===== src/rtl/debouncer_multi_if.sv =====
// Bundles the sample strobe, raw switch inputs and debounced outputs of debouncer_multi.
// The design side uses the slave modport; whoever drives the switches uses master.
interface debouncer_multi_if #(
    parameter int CHANNELS = 4
);
    logic                SampleEn;
    logic [CHANNELS-1:0] SwIn;
    logic [CHANNELS-1:0] SwOutDB;
    logic [CHANNELS-1:0] SwRise;
    logic [CHANNELS-1:0] SwFall;
    logic [CHANNELS-1:0] Busy;

    modport master (
        output SampleEn,
        output SwIn,
        input  SwOutDB,
        input  SwRise,
        input  SwFall,
        input  Busy
    );

    modport slave (
        input  SampleEn,
        input  SwIn,
        output SwOutDB,
        output SwRise,
        output SwFall,
        output Busy
    );
endinterface


===== src/rtl/debouncer_multi.sv =====
// Multi-channel switch debouncer: a 2-flop synchroniser per channel feeds a strobe-gated
// agreement counter; a change is accepted after STABLE_CNT consecutive differing samples.
module debouncer_multi #(
    parameter int   CHANNELS   = 4,
    parameter int   STABLE_CNT = 4,
    parameter logic INIT_VAL   = 1'b0
) (
    input  logic             Clk,
    input  logic             Rst,
    debouncer_multi_if.slave bus
);
    localparam int                  CNT_W    = $clog2(STABLE_CNT + 1);
    localparam logic [CNT_W-1:0]    CNT_LAST = CNT_W'(STABLE_CNT - 1);
    localparam logic [CHANNELS-1:0] INIT_VEC = {CHANNELS{INIT_VAL}};

    logic [CHANNELS-1:0] swMeta_q;
    logic [CHANNELS-1:0] swSync_q;
    logic [CHANNELS-1:0] swDb_q;
    logic [CHANNELS-1:0] swDb_d;
    logic [CHANNELS-1:0] rise_q;
    logic [CHANNELS-1:0] rise_d;
    logic [CHANNELS-1:0] fall_q;
    logic [CHANNELS-1:0] fall_d;
    logic [CNT_W-1:0]    cnt_q [CHANNELS];
    logic [CNT_W-1:0]    cnt_d [CHANNELS];
    logic [CHANNELS-1:0] busy;

    // Any sample agreeing with the current output cancels a pending change, so the
    // counter can only reach CNT_LAST on an unbroken run and never wraps.
    always_comb begin
        swDb_d = swDb_q;
        rise_d = '0;
        fall_d = '0;
        cnt_d  = cnt_q;
        for (int i = 0; i < CHANNELS; i++) begin
            if (bus.SampleEn) begin
                if (swSync_q[i] == swDb_q[i]) begin
                    cnt_d[i] = '0;
                end else if (cnt_q[i] == CNT_LAST) begin
                    swDb_d[i] = swSync_q[i];
                    cnt_d[i]  = '0;
                    rise_d[i] = swSync_q[i];
                    fall_d[i] = ~swSync_q[i];
                end else begin
                    cnt_d[i] = cnt_q[i] + CNT_W'(1);
                end
            end
        end
    end

    // Synchroniser runs every clock; everything downstream only moves on a strobe.
    always_ff @(posedge Clk or posedge Rst) begin
        if (Rst) begin
            swMeta_q <= INIT_VEC;
            swSync_q <= INIT_VEC;
            swDb_q   <= INIT_VEC;
            rise_q   <= '0;
            fall_q   <= '0;
            for (int i = 0; i < CHANNELS; i++) begin
                cnt_q[i] <= '0;
            end
        end else begin
            swMeta_q <= bus.SwIn;
            swSync_q <= swMeta_q;
            swDb_q   <= swDb_d;
            rise_q   <= rise_d;
            fall_q   <= fall_d;
            cnt_q    <= cnt_d;
        end
    end

    always_comb begin
        busy = '0;
        for (int i = 0; i < CHANNELS; i++) begin
            busy[i] = (cnt_q[i] != '0);
        end
    end

    assign bus.SwOutDB = swDb_q;
    assign bus.SwRise  = rise_q;
    assign bus.SwFall  = fall_q;
    assign bus.Busy    = busy;
endmodule


===== src/flat_wrapper.sv =====
// flat-port wrapper written by rule: the top's interface ports become plain ports
module debouncer_multi_flat 
#(
    parameter int   CHANNELS   = 4,
    parameter int   STABLE_CNT = 4,
    parameter logic INIT_VAL   = 1'b0
)
  (Clk, Rst, bus_SampleEn, bus_SwIn, bus_SwOutDB, bus_SwRise, bus_SwFall, bus_Busy);
  debouncer_multi_if #(.CHANNELS(CHANNELS)) bus_i ();
  input  logic Clk;
  input  logic Rst;
  input wire logic [$bits(bus_i.SampleEn)-1:0] bus_SampleEn;
  input wire logic [$bits(bus_i.SwIn)-1:0] bus_SwIn;
  output wire logic [$bits(bus_i.SwOutDB)-1:0] bus_SwOutDB;
  output wire logic [$bits(bus_i.SwRise)-1:0] bus_SwRise;
  output wire logic [$bits(bus_i.SwFall)-1:0] bus_SwFall;
  output wire logic [$bits(bus_i.Busy)-1:0] bus_Busy;
  assign bus_i.SampleEn = bus_SampleEn;
  assign bus_i.SwIn = bus_SwIn;
  assign bus_SwOutDB = bus_i.SwOutDB;
  assign bus_SwRise = bus_i.SwRise;
  assign bus_SwFall = bus_i.SwFall;
  assign bus_Busy = bus_i.Busy;
  debouncer_multi #(.CHANNELS(CHANNELS), .STABLE_CNT(STABLE_CNT), .INIT_VAL(INIT_VAL)) u_core (.Clk(Clk), .Rst(Rst), .bus(bus_i));
endmodule

===== config.mk =====
export PLATFORM = sky130hd
export DESIGN_NAME = debouncer_multi_flat
export DESIGN_NICKNAME = d
export VERILOG_FILES = /design/src/rtl/debouncer_multi_if.sv /design/src/rtl/debouncer_multi.sv /design/src/flat_wrapper.sv
export SDC_FILE = /design/constraint.sdc
export NUM_CORES = 1
export LEC_CHECK = 0
export ABC_AREA = 0
export CORE_ASPECT_RATIO = 1.75
export CORE_UTILIZATION = 30
export CTS_BUF_LIST = sky130_fd_sc_hd__clkbuf_16
export CTS_CLUSTER_SIZE = 16
export DETAILED_ROUTE_END_ITERATION = 16
export GPL_TIMING_DRIVEN = 1
export PLACE_DENSITY_LB_ADDON = 0.3
export SYNTH_ARGS = -nofsm -noshare
export SYNTH_HDL_FRONTEND = slang
export SYNTH_SLANG_ARGS = --single-unit

===== constraint.sdc =====
create_clock -name Clk -period 3.6 [get_ports Clk]
set_clock_uncertainty 0.2 [all_clocks]
set_input_delay 0.54 -clock Clk [delete_from_list [all_inputs] [get_ports Clk]]
set_output_delay 0.54 -clock Clk [all_outputs]
set_load 0.02 [all_outputs]

==> results of run 1 <==
## layout by cell type, fill, tap and decap left out, drive strengths merged
master and n:
clkinv 1, ha 8, o22ai 8, buf 2
nand2b 12, inv 15, mux2 4, nand3b 4
clkbuf 5, nor3b 8, clkdlybuf4s50 22, nor2b 4
dfrtp 32, nand2 8, xnor2 4, o31ai 4
## logic make-up (layout without fill, tap and decap cells)
family,Yosys count,after routing,share of synthesized area (%)
simple gates,36,36,16.3
flops,32,32,59.4
xor+xnor,4,4,2.60
compound gates,12,12,5.94
buf+inv,15,45,5.01
mux,4,4,3.34
fa+ha+maj,8,8,7.42
## area by class of cell
cell class	count	area [um2]	share of cell area, %
clock inverter	3	11.3	0.639
tap	49	61.3	3.48
inverter	13	48.8	2.77
sequential	32	801	45.4
clock buffer	5	125	7.10
timing repair buffer	24	235	13.3
multi-input combinational	64	480	27.3
## metal layers
| metal | vias up | GRT usage, % | part of all wire (%) |
|---|---|---|---|
| met5 | - | 0 | 0 |
| met4 | 0 | 7.89 | 3.0 |
| met3 | 5 | 4.04 | 3.5 |
| met2 | 18 | 21.6 | 56 |
| met1 | 448 | 10.4 | 37 |
| li1 | 423 | - | - |
## synth_stat cells (all sizes together)
| master | number |
|---|---|
| buf | 2 |
| dfrtp | 32 |
| ha | 8 |
| inv | 13 |
| mux2 | 4 |
| nand2 | 8 |
| nand2b | 12 |
| nand3b | 4 |
| nor2b | 4 |
| nor3b | 8 |
| o22ai | 8 |
| o31ai | 4 |
| xnor2 | 4 |
## power breakdown
part	internal, W	switching [W]	leakage [nW]
Clock	0.000247	0.000133	0.0738
Combinational	0.000260	0.000260	0.301
Sequential	0.000453	0.0000861	0.414
## state kept, by name, indices dropped and copies added (netlist names)
register,flops
u_core.bus.SwRise,4
u_core.bus.SwFall,4
u_core.swSync_q,4
u_core.cnt_q,12
u_core.bus.SwOutDB,4
u_core.swMeta_q,4
## stage by stage
stage | area [um2] | hold slack (ns) | power [W]
6_report | 1760 | 0.150 | 0.00144
5_1_grt | 1760 | 0.164 | 0.00155
4_1_cts | 1760 | 0.154 | 0.00146
3_5_place_dp | 1630 | 0.143 | 0.00106
3_3_place_gp | 1630 | 0.136 | 0.00103
2_1_floorplan | 1350 | 0.131 | 0.000852
## worst max path at each step
| stage | startpoint | to | depth (start not counted) |
|---|---|---|---|
| CTS | u_core.cnt_q[9]$_DFFE_PP0P_ | bus_Busy[0] | 4 |
| global route | u_core.cnt_q[9]$_DFFE_PP0P_ | bus_Busy[0] | 4 |
| floorplan | u_core.cnt_q[9]$_DFFE_PP0P_ | bus_Busy[0] | 3 |
| detailed placement | bus_SampleEn | u_core.bus.SwOutDB[2]$_DFFE_PP0P_ | 3 |
| global placement | bus_SampleEn | u_core.bus.SwOutDB[2]$_DFFE_PP0P_ | 3 |
| finish | u_core.cnt_q[6]$_DFFE_PP0P_ | bus_Busy[1] | 4 |
==> impl_results.md, run 1 <==
- H-tree level count: 2
- Least-Margin Pin Slew: about 0.58 ns
- DRC violations left: 0
- Worst r2r src: u_core.cnt_q[6]$_DFFE_PP0P_
- Dpl hpwl: 1710 um
- Initial antenna violation count: 0
- Sequential fraction of the synthesis area: about three fifths
- MaxCap Viol Count: 0
- Via count: ~900
- Family with the most delay on the worst path: buffers and inverters
- Critical Path End Type: output port
- Max incr delay on CP: approximately 0.60 ns
- Filler cell count: around 400
- Critical path arrival: between 1.5 and 2 ns
- #FFs+latches synth: 32
- Worst-skew pair later-pin latency: ~0.27 ns
- Total negative slack: 0 ns
- Hold path startpoint: u_core.swMeta_q[1]$_DFF_PP0_
- Setup Slack @ Placement: 1.31 ns
- Die height: 90.7 um
- CP Max Fanout: 4
- # IOs: 23
- Post-route ant nets: 0
- Global Route Usage Sum: between 10% and 20%
- Die footprint: around 4800 um2
- Synth area leader: dfrtp_1
- Drt via density: 4.71
- Port Buf Inserts: 22
- Mapped Cells: between 100 and 150
- Unrepaired setup endpoints after global routing: no
- TritonCTS Sinks: 32
- Pre-Repair DR Iteration Count: 5
- Area growth syn-to-layout: 30.7%
- Clock tree buffer depth: 2
- Final core utilization: about two fifths
- Hold-fix buffers, CTS: 0
- Cell variety after synth: 14
- Flop2flop setup slack: ~2.1 ns
- Placed insts: around 180
- Nets: approximately 160
- Tcrit/Tclk final: between 60% and 70%
- Grt ovf: 0
- Total CTS buffers: 5
- Final setup margin: 1.28 ns
- CP required: ~2.9 ns
- # setup viols final: 0
- Crit path buffers/inverters: 2
- CTS tree: yes
- Syn_nets: roughly 130
- Max rail drop VDD: 0.373 mV
- Crit path kind: reg -> out
- Largest net degree at the start of global routing: 33
- Starting Density: between 30% and 40%
- Status: completed
- Max_slew headroom: around three fifths
- Crit start category: flop
- Post-route insts no fill: 190
- CP Cell Sequence: inv_1, ha_1, nand2_1, clkdlybuf4s50_1
- GPL Wtd Cong: 0.744
- Worst-case hold path end point: u_core.swSync_q[1]$_DFF_PP0_
- Final Max Tran Viols: 0
- # Post-CTS Setup Buffers: 0
- Row count: 31
- Avg Synthesized Cell Area: 12.2 um2
- PwrDens: between 800 and 900 nW/um2
- Synth top area share: 59.4%
- Fmax: about 430 MHz
- Vias in the first global route: 1039
- Drt initial violations: 12
- CP max stage cell: clkdlybuf4s50_1
- YS warnings: 0
- Synth area leaders: dfrtp_1, ha_1, nand2b_1
- Core ar.: around 4200 um2
- R2r worst-path depth: 3
- Share of layout cells above drive strength 1: about 7.8%
- Die W: around 53 um
- Synth Cell Area: 1350 um2
- Hold path cells: 0
- Final hold vios: 0
- Root buf cell: clkbuf_16
- Pleak: ~0.79 nW
- Critical R2R Capture: u_core.bus.SwOutDB[1]$_DFFE_PP0P_
- Antenna diodes: 0
- Post-CTS sizing: 0
- WL per Instance: around 13 um
- Reg clk slew, reported paths: ~0.050 ns
- Hold Path Class: reg -> reg
- Min Tclk post-route: roughly 2.3 ns
- Final WL: roughly 2400 um
- First-pass GRT wire length: about 4200 um
Note: power is estimated with default switching activity, not from simulation.
==> inputs of run 2 (changes only) <==
==> constraint.sdc (replaced) <==
create_clock -name Clk -period 2.4 [get_ports Clk]
set_clock_uncertainty 0.2 [all_clocks]
set_input_delay 0.36 -clock Clk [delete_from_list [all_inputs] [get_ports Clk]]
set_output_delay 0.36 -clock Clk [all_outputs]
set_load 0.02 [all_outputs]
==> impl_results.md, run 2 (same netlist as run 1, synthesis figures left out) <==
- Status: completed
- CP Max Fanout: 4
- Critical path arrival: approximately 1.6 ns
- Critical Path End Type: output port
- Final hold vios: 0
- # Post-CTS Setup Buffers: 0
- Post-route ant nets: 0
- Fmax: around 470 MHz
- Drt via density: 4.50
- Total negative slack: 0 ns
- Crit path kind: reg -> out
- Core ar.: roughly 4200 um2
- Worst-case hold path end point: u_core.swSync_q[2]$_DFF_PP0_
- Max_slew headroom: approximately three quarters
- Pleak: between 0.7 and 0.8 nW
- Area growth syn-to-layout: 31.3%
- Die footprint: about 4800 um2
- Critical R2R Capture: u_core.bus.SwOutDB[0]$_DFFE_PP0P_
- Worst r2r src: u_core.cnt_q[9]$_DFFE_PP0P_
- Antenna diodes: 0
- DRC violations left: 0
- # setup viols final: 0
- Largest reg by FF count: u_core.cnt_q
- Grt ovf: 0
- MaxCap Viol Count: 0
- Root buf cell: clkbuf_16
- Dpl hpwl: between 1500 and 2000 um
- Die W: approximately 53 um
- R2r worst-path depth: 3
- Worst-skew pair later-pin latency: between 0.2 and 0.3 ns
- CP required: between 1.5 and 2 ns
- Tcrit/Tclk final: about nine tenths
- Final instance area: between 1500 and 2000 um2
- Final WL: 2300 um
- Nets: 156
- PwrDens: 1220 nW/um2
- Post-CTS sizing: 0
- Starting Density: between 30% and 40%
- TritonCTS Sinks: 32
- Row count: 31
- Flop2flop setup slack: 0.95 ns
- Most frequent cells in the layout: dfrtp_1, clkdlybuf4s50_1, inv_1
- Drt initial violations: 16
- Unrepaired setup endpoints after global routing: no
- Placed Area: 1630 um2
- Least-Margin Pin Slew: ~0.40 ns
- Min Tclk post-route: approximately 2.1 ns
- WL per Instance: roughly 12 um
- CP max stage cell: clkdlybuf4s50_1
- Hold path startpoint: u_core.swMeta_q[2]$_DFF_PP0_
- Hold WS: approximately 0.15 ns
- Max incr delay on CP: 0.60 ns
- Filler cell count: a little under 400
- First-pass GRT wire length: 4300 um
- Initial antenna violation count: 0
- Total CTS buffers: 5
- Max FFs per register: 12
- # IOs: 23
- Pre-Repair DR Iteration Count: 4
- Vias in the first global route: 970
- Final Max Tran Viols: 0
- Hold path cells: 0
- Via count: ~860
- Max rail drop VDD: around 0.57 mV
- Crit start category: flop
- Share of layout cells above drive strength 1: 8.45%
- Hold-fix buffers, CTS: 0
- CP Cell Sequence: inv_1, ha_1, nand2_1, clkdlybuf4s50_1
- Largest net degree at the start of global routing: 33
- Clock tree buffer depth: 2
- H-tree level count: 2
- Reg clk slew, reported paths: around 0.050 ns
- GPL Wtd Cong: around 0.75
- Commonest non-fill, non-tap cell in the layout: dfrtp_1
- Global Route Usage Sum: 12.0%
- Port Buf Inserts: 22
- Final core utilization: 41.9%
- Hold Path Class: reg -> reg
- CTS tree: yes
- Die height: 90.7 um
run 2: where the power goes:
| part | internal, W | switching (W) | total, W |
|---|---|---|---|
| sequential | 0.000679 | 0.000126 | 0.000806 |
| clock | 0.000371 | 0.000199 | 0.000570 |
| combinational | 0.000391 | 0.000387 | 0.000779 |
| total | 0.00144 | 0.000713 | 0.00215 |
run 2: per-layer routing:
| layer | global-route usage, % | up-vias | share of wire, % |
|---|---|---|---|
| met1 | 13.6 | 417 | 40 |
| met3 | 2.53 | 5 | 2.6 |
| li1 | - | 424 | - |
| met5 | 0 | - | 0 |
| met4 | 6.80 | 0 | 2.6 |
| met2 | 19.9 | 13 | 54 |
run 2: metrics by stage:
| step | setup slack, ns | total power [W] | cells |
|---|---|---|---|
| global route | 0.190 | 0.00232 | 191 |
| floorplan | 1.04 | 0.00128 | 111 |
| CTS | 0.271 | 0.00218 | 191 |
| global placement | 0.544 | 0.00155 | 183 |
| finish | 0.278 | 0.00215 | 191 |
| detailed placement | 0.510 | 0.00160 | 183 |
run 2: how the worst max path moves through the flow:
stage,start,to,slack (ns),cells after the start
5_1_grt,u_core.cnt_q[9]$_DFFE_PP0P_,bus_Busy[0],0.19,4
3_3_place_gp,bus_SampleEn,u_core.bus.SwOutDB[1]$_DFFE_PP0P_,0.54,3
6_report,u_core.cnt_q[9]$_DFFE_PP0P_,bus_Busy[0],0.28,4
4_1_cts,u_core.cnt_q[0]$_DFFE_PP0P_,bus_Busy[3],0.27,4
3_5_place_dp,bus_SampleEn,u_core.bus.SwOutDB[3]$_DFFE_PP0P_,0.51,3
2_1_floorplan,u_core.cnt_q[9]$_DFFE_PP0P_,u_core.bus.SwOutDB[0]$_DFFE_PP0P_,1.04,3
run 2: layout make-up:
| class | count | area (um2) | share of cell area (%) |
|---|---|---|---|
| Clock buffer | 5 | 125 | 7.07 |
| Timing Repair Buffer | 25 | 243 | 13.7 |
| Inverter | 13 | 48.8 | 2.76 |
| Clock inverter | 3 | 11.3 | 0.636 |
| Sequential cell | 32 | 801 | 45.2 |
| Tap cell | 49 | 61.3 | 3.46 |
| Multi-Input combinational cell | 64 | 480 | 27.1 |
run 2: worst max-delay path: cells and delay by family, from the launching register on:
| kind | cells | cell delay, ns |
|---|---|---|
| buffers and inverters | 2 | 0.66 |
| and+or+nand+nor | 1 | 0.06 |
| adders and majority gates | 1 | 0.18 |
| DFF | 1 | 0.38 |
